`config.mk`:
```
export PLATFORM = sky130hd
export DESIGN_NAME = dm_arbiter
export DESIGN_NICKNAME = d
export VERILOG_FILES = /design/src/rtl/dm_arbiter_pkg.sv /design/src/rtl/dm_arbiter_wait_counter.sv /design/src/rtl/dm_arbiter.sv
export SDC_FILE = /design/constraint.sdc
export NUM_CORES = 1
export LEC_CHECK = 0
export BUFFER_PORTS_ARGS = -buffer_cell sky130_fd_sc_hd__buf_2
export CAP_MARGIN = 15
export CELL_PAD_IN_SITES_DETAIL_PLACEMENT = 0
export CELL_PAD_IN_SITES_GLOBAL_PLACEMENT = 2
export CORE_MARGIN = 3
export CORE_UTILIZATION = 17
export DETAILED_ROUTE_END_ITERATION = 10
export PLACE_DENSITY_LB_ADDON = 0.1
export RECOVER_POWER = 25
export SLEW_MARGIN = 20
export SYNTH_ARGS = -nofsm -noshare
export SYNTH_HDL_FRONTEND = slang
export SYNTH_SLANG_ARGS = --single-unit
```
`constraint.sdc`:
```
create_clock -name clk -period 4.28 [get_ports clk]
set_clock_uncertainty 0.1 [all_clocks]
set_input_delay 1.284 -clock clk [delete_from_list [all_inputs] [get_ports clk]]
set_output_delay 1.284 -clock clk [all_outputs]
set_load 0.02 [all_outputs]
```
`src/rtl/dm_arbiter_pkg.sv`:
```
// Shared definitions for the data-memory arbiter.
package dm_arbiter_pkg;

  typedef enum logic [1:0] {
    IDLE  = 2'd0,
    WAIT  = 2'd1,
    FORCE = 2'd2
  } arb_state_t;

endpackage

```
`src/rtl/dm_arbiter_wait_counter.sv`:
```
// Counts consecutive cycles a DMA request has been blocked by the core.
module wait_counter #(
  parameter int MAX_WAIT = 4,
  parameter int CNT_W    = 3
) (
  input  logic             clk,
  input  logic             asyn_rst,
  input  logic             clr,
  input  logic             inc,
  output logic [CNT_W-1:0] cnt,
  output logic             tc
);

  always_ff @(posedge clk or posedge asyn_rst) begin
    if (asyn_rst)
      cnt <= '0;
    else if (clr)
      cnt <= '0;
    else if (inc)
      cnt <= cnt + CNT_W'(1);
  end

  assign tc = (cnt == CNT_W'(MAX_WAIT));

endmodule

```
`src/rtl/dm_arbiter.sv`:
```
// Shares the data-memory port between the core (fixed priority) and a DMA
// requester; a bounded wait forces a one-cycle core stall for the DMA.
module dm_arbiter
  import dm_arbiter_pkg::*;
#(
  parameter int ADDR_W   = 16,
  parameter int DATA_W   = 32,
  parameter int MAX_WAIT = 4,
  parameter int CNT_W    = 3
) (
  input  logic              clk,
  input  logic              asyn_rst,
  input  logic              cpu_en,
  input  logic              cpu_we,
  input  logic [ADDR_W-1:0] cpu_addr,
  input  logic [DATA_W-1:0] cpu_wdata,
  output logic [DATA_W-1:0] cpu_rdata,
  output logic              cpu_stall,
  input  logic              dma_req,
  input  logic              dma_we,
  input  logic [ADDR_W-1:0] dma_addr,
  input  logic [DATA_W-1:0] dma_wdata,
  output logic              dma_gnt,
  output logic              dma_rvalid,
  output logic [DATA_W-1:0] dma_rdata,
  output logic [ADDR_W-1:0] mem_addr,
  output logic [DATA_W-1:0] mem_d,
  output logic              mem_we,
  input  logic [DATA_W-1:0] mem_q
);

  arb_state_t       state, state_nxt;
  logic             gnt_raw, stall_raw;
  logic             cnt_clr, cnt_inc, cnt_tc;
  logic [CNT_W-1:0] cnt;

  wait_counter #(
    .MAX_WAIT (MAX_WAIT),
    .CNT_W    (CNT_W)
  ) u_wait_counter (
    .clk      (clk),
    .asyn_rst (asyn_rst),
    .clr      (cnt_clr),
    .inc      (cnt_inc),
    .cnt      (cnt),
    .tc       (cnt_tc)
  );

  always_ff @(posedge clk or posedge asyn_rst) begin
    if (asyn_rst)
      state <= IDLE;
    else
      state <= state_nxt;
  end

  always_comb begin
    state_nxt = state;
    gnt_raw   = 1'b0;
    stall_raw = 1'b0;
    cnt_clr   = 1'b0;
    cnt_inc   = 1'b0;
    case (state)
      IDLE: begin
        if (dma_req) begin
          if (!cpu_en) begin
            gnt_raw = 1'b1;
          end else begin
            state_nxt = WAIT;
            cnt_inc   = 1'b1;
          end
        end
      end
      WAIT: begin
        if (!dma_req) begin
          state_nxt = IDLE;
          cnt_clr   = 1'b1;
        end else if (!cpu_en) begin
          gnt_raw   = 1'b1;
          state_nxt = IDLE;
          cnt_clr   = 1'b1;
        end else if (cnt_tc) begin
          state_nxt = FORCE;
        end else begin
          cnt_inc = 1'b1;
        end
      end
      FORCE: begin
        gnt_raw   = 1'b1;
        stall_raw = 1'b1;
        state_nxt = IDLE;
        cnt_clr   = 1'b1;
      end
      default: begin
        state_nxt = IDLE;
        cnt_clr   = 1'b1;
      end
    endcase
  end

  // Reset masks the combinational grant/stall so the port falls back to the core at once.
  assign dma_gnt   = gnt_raw & ~asyn_rst;
  assign cpu_stall = stall_raw & ~asyn_rst;

  assign mem_addr  = dma_gnt ? dma_addr  : cpu_addr;
  assign mem_d     = dma_gnt ? dma_wdata : cpu_wdata;
  assign mem_we    = dma_gnt ? dma_we    : (cpu_we & cpu_en);
  assign cpu_rdata = mem_q;

  always_ff @(posedge clk or posedge asyn_rst) begin
    if (asyn_rst) begin
      dma_rvalid <= 1'b0;
      dma_rdata  <= '0;
    end else if (dma_gnt && !dma_we) begin
      dma_rvalid <= 1'b1;
      dma_rdata  <= mem_q;
    end else begin
      dma_rvalid <= 1'b0;
    end
  end

endmodule

```
=== Word-level counts from Yosys, hierarchy flattened ===
Index checks and enable logic that the tools add are counted.

* Register bits after elaboration: 38
* Bits of input ports: 134
* Output and inout bits: 116
* Word-level logic and storage cells: 45

* $add $sub $neg: 1
* Eq/ne operators: 6
* Muxes and demuxes: 24
* Bitwise operators: 4
* Reductions and logical operators: 6

{| class="wikitable"
|+ Operators with widths
! cell !! count
|-
| $mux W32 || 1
|-
| $mux W16 || 1
|-
| $mux W1 || 11
|-
| $mux W2 || 5
|-
| $mux W3 || 2
|-
| $pmux W1 S2 || 3
|-
| $ne A2 B2 Y1 const B || 2
|-
| $ne A4 B4 Y1 const B || 1
|-
| $pmux W2 S2 || 1
|-
| $add A3 B1 Y3 const B || 1
|-
| $and A1 B1 Y1 || 3
|-
| $eq A3 B3 Y1 const B || 1
|-
| $reduce_and A3 Y1 || 1
|-
| $eq A2 B1 Y1 const B || 1
|-
| $eq A2 B2 Y1 const B || 1
|-
| $logic_not A2 Y1 || 1
|-
| $reduce_bool A2 Y1 || 1
|-
| $reduce_or A2 Y1 || 1
|-
| $logic_and A1 B1 Y1 || 1
|-
| $logic_not A1 Y1 || 1
|-
| $not A1 Y1 || 1
|}

=== Logic depth before layout (Yosys ltp) ===
Gate-level depths: netlist (run 1).

* Depth in word-level cells: 7
* Gate-level depth with buffers: 5
* Mapped depth without buffers: 5

=== Modules after synthesis ===
A second synthesis (run 1) with hierarchy kept.

* Cells, all modules: 188
* Area total of the unflattened synthesis: 2582.5 µm²

{| class="wikitable"
|+ By module, submodules not included
! module !! times used !! cells each !! area an instance (µm²) !! seq. area each (µm²)
|-
| dm_arbiter || 1 || 172 || 2416.1 || 875.8
|-
| wait_counter || 1 || 16 || 166.4 || 75.1
|}

=== Worst setup path before layout (run 1) ===
OpenSTA, ideal clock, no wires.

* Path type: input port to output port
* From: input asyn_rst
* To: output mem_d[23]
* Arrival time: 3001 ps
* Required time: 2896 ps
* Path slack: -105 ps
* Stages: 4
* Path buffers: 1
* Cell sequence: inv_1 > o21a_4 > clkbuf_8 > mux2_2

* Cells in the longest elaborated chain, start to end: 3

{| class="wikitable"
|+ RTL lines
! element !! RTL line !! text
|-
| start, declared || dm_arbiter.sv:12 || <nowiki>input logic asyn_rst,</nowiki>
|-
| $not A1 Y1 || dm_arbiter.sv:101 || <nowiki>assign dma_gnt = gnt_raw & ~asyn_rst;</nowiki>
|-
| $and A1 B1 Y1 || dm_arbiter.sv:101 ||
|-
| named net dma_gnt || dm_arbiter.sv:23 || <nowiki>output logic dma_gnt,</nowiki>
|-
| $mux W32 || dm_arbiter.sv:105 || <nowiki>assign mem_d = dma_gnt ? dma_wdata : cpu_wdata;</nowiki>
|-
| end, declared || dm_arbiter.sv:27 || <nowiki>output logic [DATA_W-1:0] mem_d,</nowiki>
|}

The timed path passes the listed nets, and every way through them passes these cells.

=== Worst setup path in the final report (run 1) ===
* From: input cpu_en
* To: output mem_d[0]

* Cells in the longest elaborated chain, start to end: 5

{| class="wikitable"
|+ RTL lines
! element !! RTL line !! text
|-
| start, declared || dm_arbiter.sv:13 || <nowiki>input logic cpu_en,</nowiki>
|-
| $mux W1 || dm_arbiter.sv:65, dm_arbiter.sv:77 ||
|-
| $mux W1 || dm_arbiter.sv:74 || <nowiki>if (!dma_req) begin</nowiki>
|-
| $pmux W1 S2 || dm_arbiter.sv:62 || <nowiki>case (state)</nowiki>
|-
| $and A1 B1 Y1 || dm_arbiter.sv:101 ||
|-
| $mux W32 || dm_arbiter.sv:105 ||
|}

Every way passes these cells.

==> out/metrics.csv, run 1 <==
stage,metric,value,unit
clocking,post_cts_buffers,0,
layout,n_antenna_cell,0,
worst_hold_path,min_path_type,reg -> reg,
floorplan,initial_core_util,0.174,
global_routing,wire_length_of_the_first_global_routing_pass,14100,um
logic_synthesis,yosys.area_share.adder,0.0103,
sta,worst_pin_slew,1930,ps
clocking,cts-resized-gates,0,
clocking,cts_buffer_depth,2,
sta,timing.max_slew.rel_slack,-0.289,
critical_path,reg2reg_setup_slack,1380,ps
clocking,cts_tree,done,
clocking,htree_levels,2,
sta,fmaxAchievable,245,MHz
logic_synthesis,mappedNetlistArea,2430,um^2
floorplan,floorplan.rows,43,
pwr,clock_power_share,0.264,
pwr,static-leakage-power,0.00196,uW
logic_synthesis,synth_seq_area_share,0.392,
pwr,power.density_cell_area,369,nW/um^2
pwr,seqPwrFrac,0.346,
drt,wire_per_inst,16.1,um
sta,unrepaired_setup_endpoints_after_global_routing,no,
clocking,cts-hold-fix-buffers,0,
critical_path,start_kind,primary input,
critical_path,cp-end-kind,output pin,
sta,setup-tns-final,0,ps
pwr,power.share.combinational,0.389,
logic_synthesis,combinational_family_with_the_most_area_after_synthesis,multiplexers,
logic_synthesis,synthesis.instances,191,
global_routing,grt_use_total,0.116,
placed_design,detailedPlace.worstSlack,201,ps
layout,syn_to_final_growth,55.9,%
floorplan,floorplan.die_area,15700,um^2
critical_path,critical_path_required,2900,ps
logic_synthesis,synth_top_cell_area_share,0.392,
run_status,violations,"capacitance limit, slew limit",
clocking,cell_chosen_for_the_clock_root,clkbuf_16,
logic_synthesis,synth_nets,327,
placed_design,detailedPlacementHpwl,8210,um
sta,timing.final.crit_period,4070,ps
clocking,clkTransAtPathRegs,50,ps
global_routing,grt_pass1_vias,2488,
logic_synthesis,ys_types,25,
global_routing,global_route.overflow_total,0,
pwr,internal_power,910,uW
clocking,clk_latency,280,ps
floorplan,die_y,125,um
drt,number_of_nets_with_antenna_violations_after_routing,0,
job,max_cap_violations,1,
clocking,clock-sinks,38,
global_routing,number_of_antenna_violations_at_the_first_check_in_global_routing,1,
critical_path,critical_path_peak_fanout,18,
placed_design,routabilityCongestion,0.895,
pwr,ir_worst_vdd,0.000119,V
drt,drt-pass1-iter-count,4,
drt,drt_iter0_markers,57,
floorplan,dieWidth,125,um
sta,postLayoutSetupSlackWorst,206,ps
sta,timing.final.max_slew_violations,34,
sta,setup_failing_eps_final,0,
layout,share_of_final_layout_standard_cells_stronger_than_drive_strength_1,0.822,
logic_synthesis,synth_area_per_cell,12.7,um^2
logic_synthesis,yosys-mux-area-fraction,0.374,
logic_synthesis,synth_simple_gate_area_frac,0.0443,
layout,layout.cell_area.non_filler,3780,um^2
logic_synthesis,yosys-top-cells-area,"dfrtp_1 (39%), mux2_2 (36%), buf_4 (9.9%)",
logic_synthesis,yosysWarnings,0,
run_status,run_status,finished with violations,
logic_synthesis,synth-seq-cells,38,
logic_synthesis,yosys.area.top_type,dfrtp_1,
drt,drc,0,
sta,share_of_the_clock_period_used_by_the_worst_path,0.952,
drt,vias_per_cell,3.91,
drt,routed_wirelength,9570,um
floorplan,core-area,13900,um^2
logic_synthesis,synth_compound_gate_area_share,0.0345,
critical_path,worst-endpoint-arrival,2690,ps
placed_design,dp_area,3650,um^2
pwr,power.switching_fraction,0.349,
drt,num_vias,2328,
layout,layout.nets,551,
pwr,switchingPower,488,uW
placed_design,port_buffers,249,
logic_synthesis,synthXorXnorAreaFrac,0,
clocking,cts-buffers-inserted,5,
sta,final-hold-violation-count,0,
floorplan,ioPinCount,250,
critical_path,critPathKind,in -> out,
global_routing,grt_max_degree,41,
==> cell usage in the layout (no fill, tap or decap), drive strengths merged <==
cell      synthesis  routed
buf              39     249
mux2             80      80
dfrtp            38      38
clkbuf            1      15
nand2             5       5
inv               5       4
a31oi             3       3
nor2              2       2
nand4             2       2
or3               2       2
ha                2       2
nor3b             2       2
o21ai             2       2
nor2b             1       1
a21o              1       1
a21oi             1       1
a311oi            1       1
nand4b            1       1
clkinvlp          0       1
o21a              1       1
o211ai            1       1
and2              1       1
clkinv            0       1
==> per-layer routing <==
layer | wire (um) | GRT usage | part of all wire | up-vias
li1 | - | - | - | 1091
met1 | 3300 | 0.116 | 0.34 | 1066
met2 | 4950 | 0.214 | 0.52 | 159
met3 | 1150 | 0.0521 | 0.12 | 10
met4 | 150 | 0.0357 | 0.016 | 2
met5 | 20 | 0 | 0.0021 | -
==> cell families (layout without fill, tap and decap cells) <==
| kind of cell | Yosys count | in the layout |
|---|---|---|
| flip-flops | 38 | 38 |
| adder cells (fa/ha/maj) | 2 | 2 |
| multiplexers | 80 | 80 |
| buffers and inverters | 45 | 270 |
| AO/OA/AOI/OAI | 10 | 10 |
| AND/OR/NAND/NOR | 16 | 16 |
==> through the flow <==
stage | std cells | total power (uW) | util | hold slack [ps]
after CTS | 596 | 1430 | 0.273 | 400
after detailed placement | 588 | 1050 | 0.262 | 387
final | 596 | 1400 | 0.272 | 399
after global placement | 588 | 1050 | 0.262 | 384
after global routing | 596 | 1480 | 0.272 | 413
after floorplan | 191 | 835 | - | 360
==> final cells by class <==
| cell class | instances | area (um^2) |
|---|---|---|
| repair buffers | 257 | 1320 |
| clock buffers | 7 | 143 |
| multi-input cells | 108 | 1120 |
| clock inverters | 1 | 5.00 |
| inverters | 5 | 20.0 |
| fillers | 1560 | 10100 |
| well taps | 180 | 225 |
| flip-flops and latches | 38 | 951 |
==> critical path: stages <==
cell      delay [ps]
clkbuf_1         110
nor3b_4          270
o21a_4           280
buf_12           190
mux2_2           380
buf_2            170
==> sequential cells by signal (all words and copies together) (netlist names) <==
register	cells
dma_rvalid	1
state	2
dma_rdata	32
u_wait_counter.cnt	3
==> worst paths after layout <==
check,start,endpoint,cells after the start
max reg2reg,state[1],dma_rdata[19],4
min,dma_rdata[15],dma_rdata[15],1
max,cpu_en,mem_d[0],6
min in group asynchronous,asyn_rst,state[0],3
max in group asynchronous,asyn_rst,dma_rvalid,3
min reg2reg,dma_rdata[15],dma_rdata[15],1
==> synthesized netlist by cell type <==
library cell / instances
mux2_2: 78
dfrtp_1: 38
buf_4: 32
buf_6: 7
inv_1: 5
nand2_1: 5
a31oi_1: 3
ha_1: 2
mux2_4: 2
nand4_1: 2
nor2_1: 2
or3_1: 2
a21o_1: 1
a21oi_1: 1
a311oi_1: 1
and2_2: 1
clkbuf_8: 1
nand4b_1: 1
nor2b_4: 1
nor3b_1: 1
nor3b_4: 1
o211ai_1: 1
o21a_4: 1
o21ai_0: 1
o21ai_4: 1
==> power by group through the flow <==
stage	logic [uW]	clock network, uW	registers (uW)
after floorplan	249	0	586
after global placement	558	0	490
after detailed placement	558	0	490
after CTS	560	385	485
after global routing	586	401	496
final	544	370	484
Power figures use the tool's default switching activity.
==> run 2, diff against run 1 <==
--- a/config.mk
+++ b/config.mk
@@ -10,11 +10,12 @@
 export CELL_PAD_IN_SITES_DETAIL_PLACEMENT = 0
 export CELL_PAD_IN_SITES_GLOBAL_PLACEMENT = 2
 export CORE_MARGIN = 3
-export CORE_UTILIZATION = 17
+export CORE_UTILIZATION = 18
 export DETAILED_ROUTE_END_ITERATION = 10
 export PLACE_DENSITY_LB_ADDON = 0.1
 export RECOVER_POWER = 25
 export SLEW_MARGIN = 20
 export SYNTH_ARGS = -nofsm -noshare
 export SYNTH_HDL_FRONTEND = slang
+export SYNTH_HIERARCHICAL = 1
 export SYNTH_SLANG_ARGS = --single-unit
==> run 2 against run 1 <==
The flow still finishes with violations (capacitance limit, slew limit). Core utilization rose by 1.3 points. Clock-buffer cell count decreased by 1. Clock power is 33% higher. Hold slack got worse by 6.7 ps.
==> out/metrics.csv, run 2 <==
stage,metric,value,unit
clocking,cts-buffers-inserted,5,
critical_path,critical_path_required,2900,ps
logic_synthesis,yosysWarnings,6,
placed_design,port_buffers,249,
clocking,clock-sinks,38,
logic_synthesis,synth_nets,324,
clocking,htree_levels,2,
clocking,clk_latency,280,ps
floorplan,floorplan.die_area,15800,um^2
clocking,cell_chosen_for_the_clock_root,clkbuf_16,
layout,n_fill_cell,1499,
layout,layout.cells.most_common_list,"buf_2 (240), mux2_4 (48), dfrtp_1 (38), mux2_2 (30), clkbuf_1 (10)",
logic_synthesis,synth-seq-cells,38,
floorplan,dieWidth,126,um
drt,drc,0,
logic_synthesis,synth_top_cell_area_share,0.368,
worst_hold_path,min_path_type,reg -> reg,
layout,layout.nets,546,
pwr,power.density_cell_area,376,nW/um^2
layout,max_flop_register,dma_rdata,
global_routing,wire_length_of_the_first_global_routing_pass,12700,um
layout,layout.cells.most_common,buf_2,
logic_synthesis,ys_types,25,
sta,final-hold-violation-count,0,
logic_synthesis,asyncSetResetFlopFracSynth,1.00,
clocking,post_cts_buffers,0,
pwr,power.share.combinational,0.352,
pwr,static-leakage-power,0.00214,uW
run_status,violations,"capacitance limit, slew limit",
critical_path,worst_path_largest_cell_delay,330,ps
clocking,clkTransAtPathRegs,60,ps
floorplan,core-area,13900,um^2
layout,n_antenna_cell,0,
placed_design,dp_area,3780,um^2
sta,setup-tns-final,0,ps
logic_synthesis,synth_area_per_cell,13.7,um^2
global_routing,grt_max_degree,38,
sta,timing.max_slew.rel_slack,-0.284,
clocking,cts_buffer_depth,2,
pwr,clock_power_share,0.329,
global_routing,global_route.overflow_total,0,
global_routing,grt_use_total,0.101,
floorplan,floorplan.rows,43,
pwr,ir_worst_vdd,0.000134,V
sta,setup_failing_eps_final,0,
sta,fmaxAchievable,245,MHz
drt,drt-pass1-iter-count,4,
placed_design,detailedPlacementHpwl,7520,um
drt,number_of_nets_with_antenna_violations_after_routing,0,
layout,leading_registers_by_flop_count,"dma_rdata (32), u_wait_counter/cnt (3), state (2)",
sta,timing.final.max_slew_violations,34,
drt,num_vias,2202,
job,max_cap_violations,1,
floorplan,die_y,126,um
drt,drt_iter0_markers,43,
logic_synthesis,synth_seq_area_share,0.368,
critical_path,cp_cell_sequence,clkbuf_1 > nor3b_4 > o21a_4 > buf_12 > mux2_4 > buf_2,
layout,share_of_final_layout_standard_cells_stronger_than_drive_strength_1,0.815,
sta,worst_pin_slew,1930,ps
drt,routed_wirelength,8650,um
sta,timing.final.crit_period,4080,ps
floorplan,initial_core_util,0.185,
pwr,seqPwrFrac,0.318,
sta,share_of_the_clock_period_used_by_the_worst_path,0.954,
global_routing,grt_pass1_vias,2414,
layout,largest_register_ff_count,32,
clocking,cts-resized-gates,0,
drt,vias_per_cell,3.73,
sta,unrepaired_setup_endpoints_after_global_routing,no,
placed_design,routabilityCongestion,0.825,
logic_synthesis,synth_ff_type,dfrtp_1,
logic_synthesis,yosys-top-cells-area,"dfrtp_1 (37%), mux2_4 (28%), mux2_2 (13%)",
critical_path,critPathSlowestCell,mux2_4,
pwr,power.switching_fraction,0.313,
critical_path,critPathKind,in -> out,
global_routing,number_of_antenna_violations_at_the_first_check_in_global_routing,0,
layout,layout.cells.non_filler,591,
clocking,cts_tree,done,
layout,layout.cell_area.non_filler,3970,um^2
critical_path,start_kind,primary input,
drt,wire_per_inst,14.6,um
placed_design,dp.cells,583,
logic_synthesis,synth_common_cells,"mux2_4 (48), dfrtp_1 (38), buf_4 (32)",
pwr,switchingPower,466,uW
critical_path,critical_path_peak_fanout,24,
floorplan,ioPinCount,250,
logic_synthesis,synth_edf_count,0,
pwr,internal_power,1020,uW
critical_path,cp-end-kind,output pin,
logic_synthesis,synthesis.instances,188,
logic_synthesis,synth_most_common_cell,mux2_4,
layout,syn_to_final_growth,53.5,%
critical_path,worst-endpoint-arrival,2700,ps
logic_synthesis,mappedNetlistArea,2580,um^2
sta,worst_hold_slack,392,ps
run_status,run_status,finished with violations,
logic_synthesis,yosys.area.top_type,dfrtp_1,
clocking,cts-hold-fix-buffers,0,
==> run 2: power groups by stage <==
stage          Clock [uW]  Sequential [uW]  Combinational (uW)
2_1_floorplan           0              567                 257
3_3_place_gp            0              479                 545
3_5_place_dp            0              480                 543
4_1_cts               515              475                 543
5_1_grt               524              485                 567
6_report              491              475                 525
==> run 2: worst max-delay path, delay by kind of cell <==
kind | cells | cell delay [ps]
AOI/OAI and AO/OA | 1 | 260
buffers and inverters | 3 | 530
muxes | 1 | 330
and+or+nand+nor | 1 | 280
==> run 2: cell families (layout without fill, tap and decap cells) <==
family,Yosys count,in the layout,share of synthesized area
AND/OR/NAND/NOR,14,14,0.0354
flip-flops,38,38,0.368
buffers and inverters,45,268,0.135
multiplexers,81,81,0.422
AO/OA/AOI/OAI,7,7,0.0257
XOR/XNOR,1,1,0.00339
adder cells (fa/ha/maj),2,2,0.00969
==> run 2: final cells by class <==
class | instances | area (um^2) | area share
Multi-Input combinational cell | 105 | 1280 | 0.323
Sequential cell | 38 | 951 | 0.240
Inverter | 5 | 18.8 | 0.00473
Timing Repair Buffer | 255 | 1290 | 0.325
Clock buffer | 6 | 139 | 0.0350
Clock inverter | 2 | 60.1 | 0.0151
Tap cell | 180 | 225 | 0.0568
==> run 2: path summary, 6_finish.rpt <==
check	from	end	slack, ps	cells past startpoint
max in group asynchronous	asyn_rst	dma_rdata[2]	2650	3
worst min-delay path	dma_rdata[11]	dma_rdata[11]	390	1
worst min register to register	dma_rdata[11]	dma_rdata[11]	390	1
min in group asynchronous	asyn_rst	u_wait_counter/cnt[2]	790	2
worst max register to register	state[1]	dma_rdata[8]	1400	4
worst max-delay path	cpu_en	mem_d[13]	200	6
==> run 2: stage by stage <==
stage               setup WS [ps]  utilization  total power [uW]
floorplan                    7.47            -               824
global placement              221        0.271              1020
detailed placement            196        0.271              1020
CTS                           190        0.286              1530
global route                  123        0.285              1580
finish                        198        0.285              1490
==> run 2: layer usage <==
metal  track usage  wire length, um  up-vias
met5             0                0        -
met3        0.0267              867        2
met4        0.0284               61        0
met1         0.106             3020      986
li1              -                -     1064
met2         0.197             4700      150
==> run 3, diff against run 2 <==
--- a/config.mk
+++ b/config.mk
@@ -13,7 +13,7 @@
 export CORE_UTILIZATION = 18
 export DETAILED_ROUTE_END_ITERATION = 10
 export PLACE_DENSITY_LB_ADDON = 0.1
-export RECOVER_POWER = 25
+export RECOVER_POWER = 100
 export SLEW_MARGIN = 20
 export SYNTH_ARGS = -nofsm -noshare
 export SYNTH_HDL_FRONTEND = slang
==> run 3 against run 2 <==
The run still ends with capacitance limit, slew limit left. Clock-buffer cell count did not move. Power fell by 1.9%. Clock power barely moved. Register-to-register slack worse by 50 ps. Routed wire length up 0.68%. Combinational power down 5.5%. Die area did not move. Hold slack better by 4.0 ps.
==> out/metrics.csv, run 3 (synthesis gave the netlist of run 2 again) <==
stage,metric,value,unit
sta,final-hold-violation-count,0,
drt,routed_wirelength,8710,um
critical_path,timing.critical_path.to,mem_d[2],
clocking,post_cts_buffers,0,
critical_path,worst-endpoint-arrival,2730,ps
clocking,htree_levels,2,
floorplan,dieWidth,126,um
clocking,cell_chosen_for_the_clock_root,clkbuf_16,
layout,max_flop_register,dma_rdata,
drt,drc,0,
critical_path,critical_path_peak_fanout,24,
sta,setup_failing_eps_final,0,
drt,vias_per_cell,3.72,
run_status,violations,"capacitance limit, slew limit",
sta,timing.final.crit_period,4110,ps
layout,share_of_final_layout_standard_cells_stronger_than_drive_strength_1,0.603,
placed_design,detailedPlacementHpwl,7520,um
drt,drt_iter0_markers,39,
global_routing,grt_max_degree,38,
floorplan,floorplan.rows,43,
layout,syn_to_final_growth,47.6,%
global_routing,grt_use_total,0.101,
layout,layout.nets,546,
clocking,cts-resized-gates,0,
global_routing,wire_length_of_the_first_global_routing_pass,12700,um
worst_hold_path,min_path_type,reg -> reg,
layout,n_antenna_cell,0,
sta,worst_hold_slack,396,ps
drt,drt-pass1-iter-count,4,
floorplan,core-area,13900,um^2
placed_design,dp.cells,583,
sta,timing.final.max_slew_violations,34,
clocking,cts_buffer_depth,2,
layout,seqCellArea,951,um^2
clocking,cts_tree,done,
sta,setup-tns-final,0,ps
critical_path,critPathKind,in -> out,
layout,layout.cells.most_common,buf_2,
critical_path,worstReg2RegEnd,dma_rdata[8],
pwr,power.density_cell_area,384,nW/um^2
layout,layout.cells.most_common_list,"buf_2 (153), clkbuf_1 (89), mux2_4 (41), dfrtp_1 (38), mux2_2 (30)",
clocking,clkTransAtPathRegs,60,ps
drt,wire_per_inst,14.7,um
sta,fmaxAchievable,243,MHz
critical_path,critical_path_required,2900,ps
global_routing,global_route.overflow_total,0,
pwr,ir_worst_vdd,0.000134,V
sta,timing.max_slew.rel_slack,-0.275,
drt,number_of_nets_with_antenna_violations_after_routing,0,
global_routing,grt_pass1_vias,2414,
floorplan,die_y,126,um
layout,multi_input_comb_area,1240,um^2
floorplan,floorplan.die_area,15800,um^2
job,max_cap_violations,1,
worst_hold_path,hp-start,dma_rdata[11],
sta,worst_pin_slew,1910,ps
run_status,run_status,finished with violations,
critical_path,timing.critical_path.from,cpu_en,
critical_path,start_kind,primary input,
critical_path,reg2reg_setup_slack,1350,ps
floorplan,ioPinCount,250,
critical_path,worst_r2r_path_depth,4,
layout,largest_register_ff_count,32,
clocking,clock-sinks,38,
layout,n_fill_cell,1541,
clocking,cts-buffers-inserted,5,
floorplan,initial_core_util,0.185,
drt,num_vias,2199,
layout,leading_registers_by_flop_count,"dma_rdata (32), u_wait_counter/cnt (3), state (2)",
critical_path,reg_to_reg_critical_path_startpoint,state[1],
clocking,cts-hold-fix-buffers,0,
placed_design,port_buffers,249,
clocking,clk_latency,280,ps
sta,share_of_the_clock_period_used_by_the_worst_path,0.961,
pwr,static-leakage-power,0.00189,uW
sta,unrepaired_setup_endpoints_after_global_routing,no,
placed_design,routabilityCongestion,0.825,
critical_path,cp-end-kind,output pin,
global_routing,number_of_antenna_violations_at_the_first_check_in_global_routing,0,
layout,layout.cells.non_filler,591,
run 3: cell types whose count changed in the layout (fill, tap and decap cells not counted), sizes merged:
cell and delta:
buf -90, clkbuf +90
run 3: final cells by class:
cell class                 instances  area share
tap                              180      0.0591
clock buffer                       6      0.0364
sequential                        38       0.249
multi-input combinational        105       0.327
clock inverter                     2      0.0158
timing repair buffer             255       0.308
inverter                           5     0.00492
run 3: report_power, final:
part | total (uW) | switching [uW] | internal (uW) | leakage (uW)
Clock | 490 | 140 | 350 | 0.0000971
Sequential | 477 | 38.4 | 438 | 0.000463
Combinational | 496 | 289 | 207 | 0.00133
Total | 1460 | 468 | 995 | 0.00189
run 3: metal layers:
layer | up-vias | track usage | routed length, um
li1 | 1066 | - | -
met2 | 151 | 0.197 | 4630
met3 | 7 | 0.0267 | 882
met5 | - | 0 | 0
met4 | 0 | 0.0284 | 95
met1 | 975 | 0.106 | 3100
run 3: how the worst min path moves through the flow:
stage | to | cells after the start
after floorplan | u_wait_counter/cnt[1] | 2
after global placement | dma_rdata[11] | 1
after detailed placement | dma_rdata[11] | 1
after CTS | dma_rdata[11] | 1
after global routing | dma_rdata[30] | 1
final | dma_rdata[11] | 1
run 3: per-stage QoR:
step / total power (uW) / worst slack [ps] / instance area (um^2) / util
floorplan: 824 / 7.47 / 2580 / -
global placement: 1020 / 221 / 3780 / 0.271
detailed placement: 1020 / 196 / 3780 / 0.271
CTS: 1530 / 190 / 3980 / 0.286
global route: 1550 / 79.5 / 3810 / 0.274
finish: 1460 / 166 / 3810 / 0.274
run 3: worst max-delay path: stages:
cell and delay (ps):
clkbuf_1 130, nor3b_4 230, o21a_4 240, buf_6 300, mux2_1 370, buf_2 160
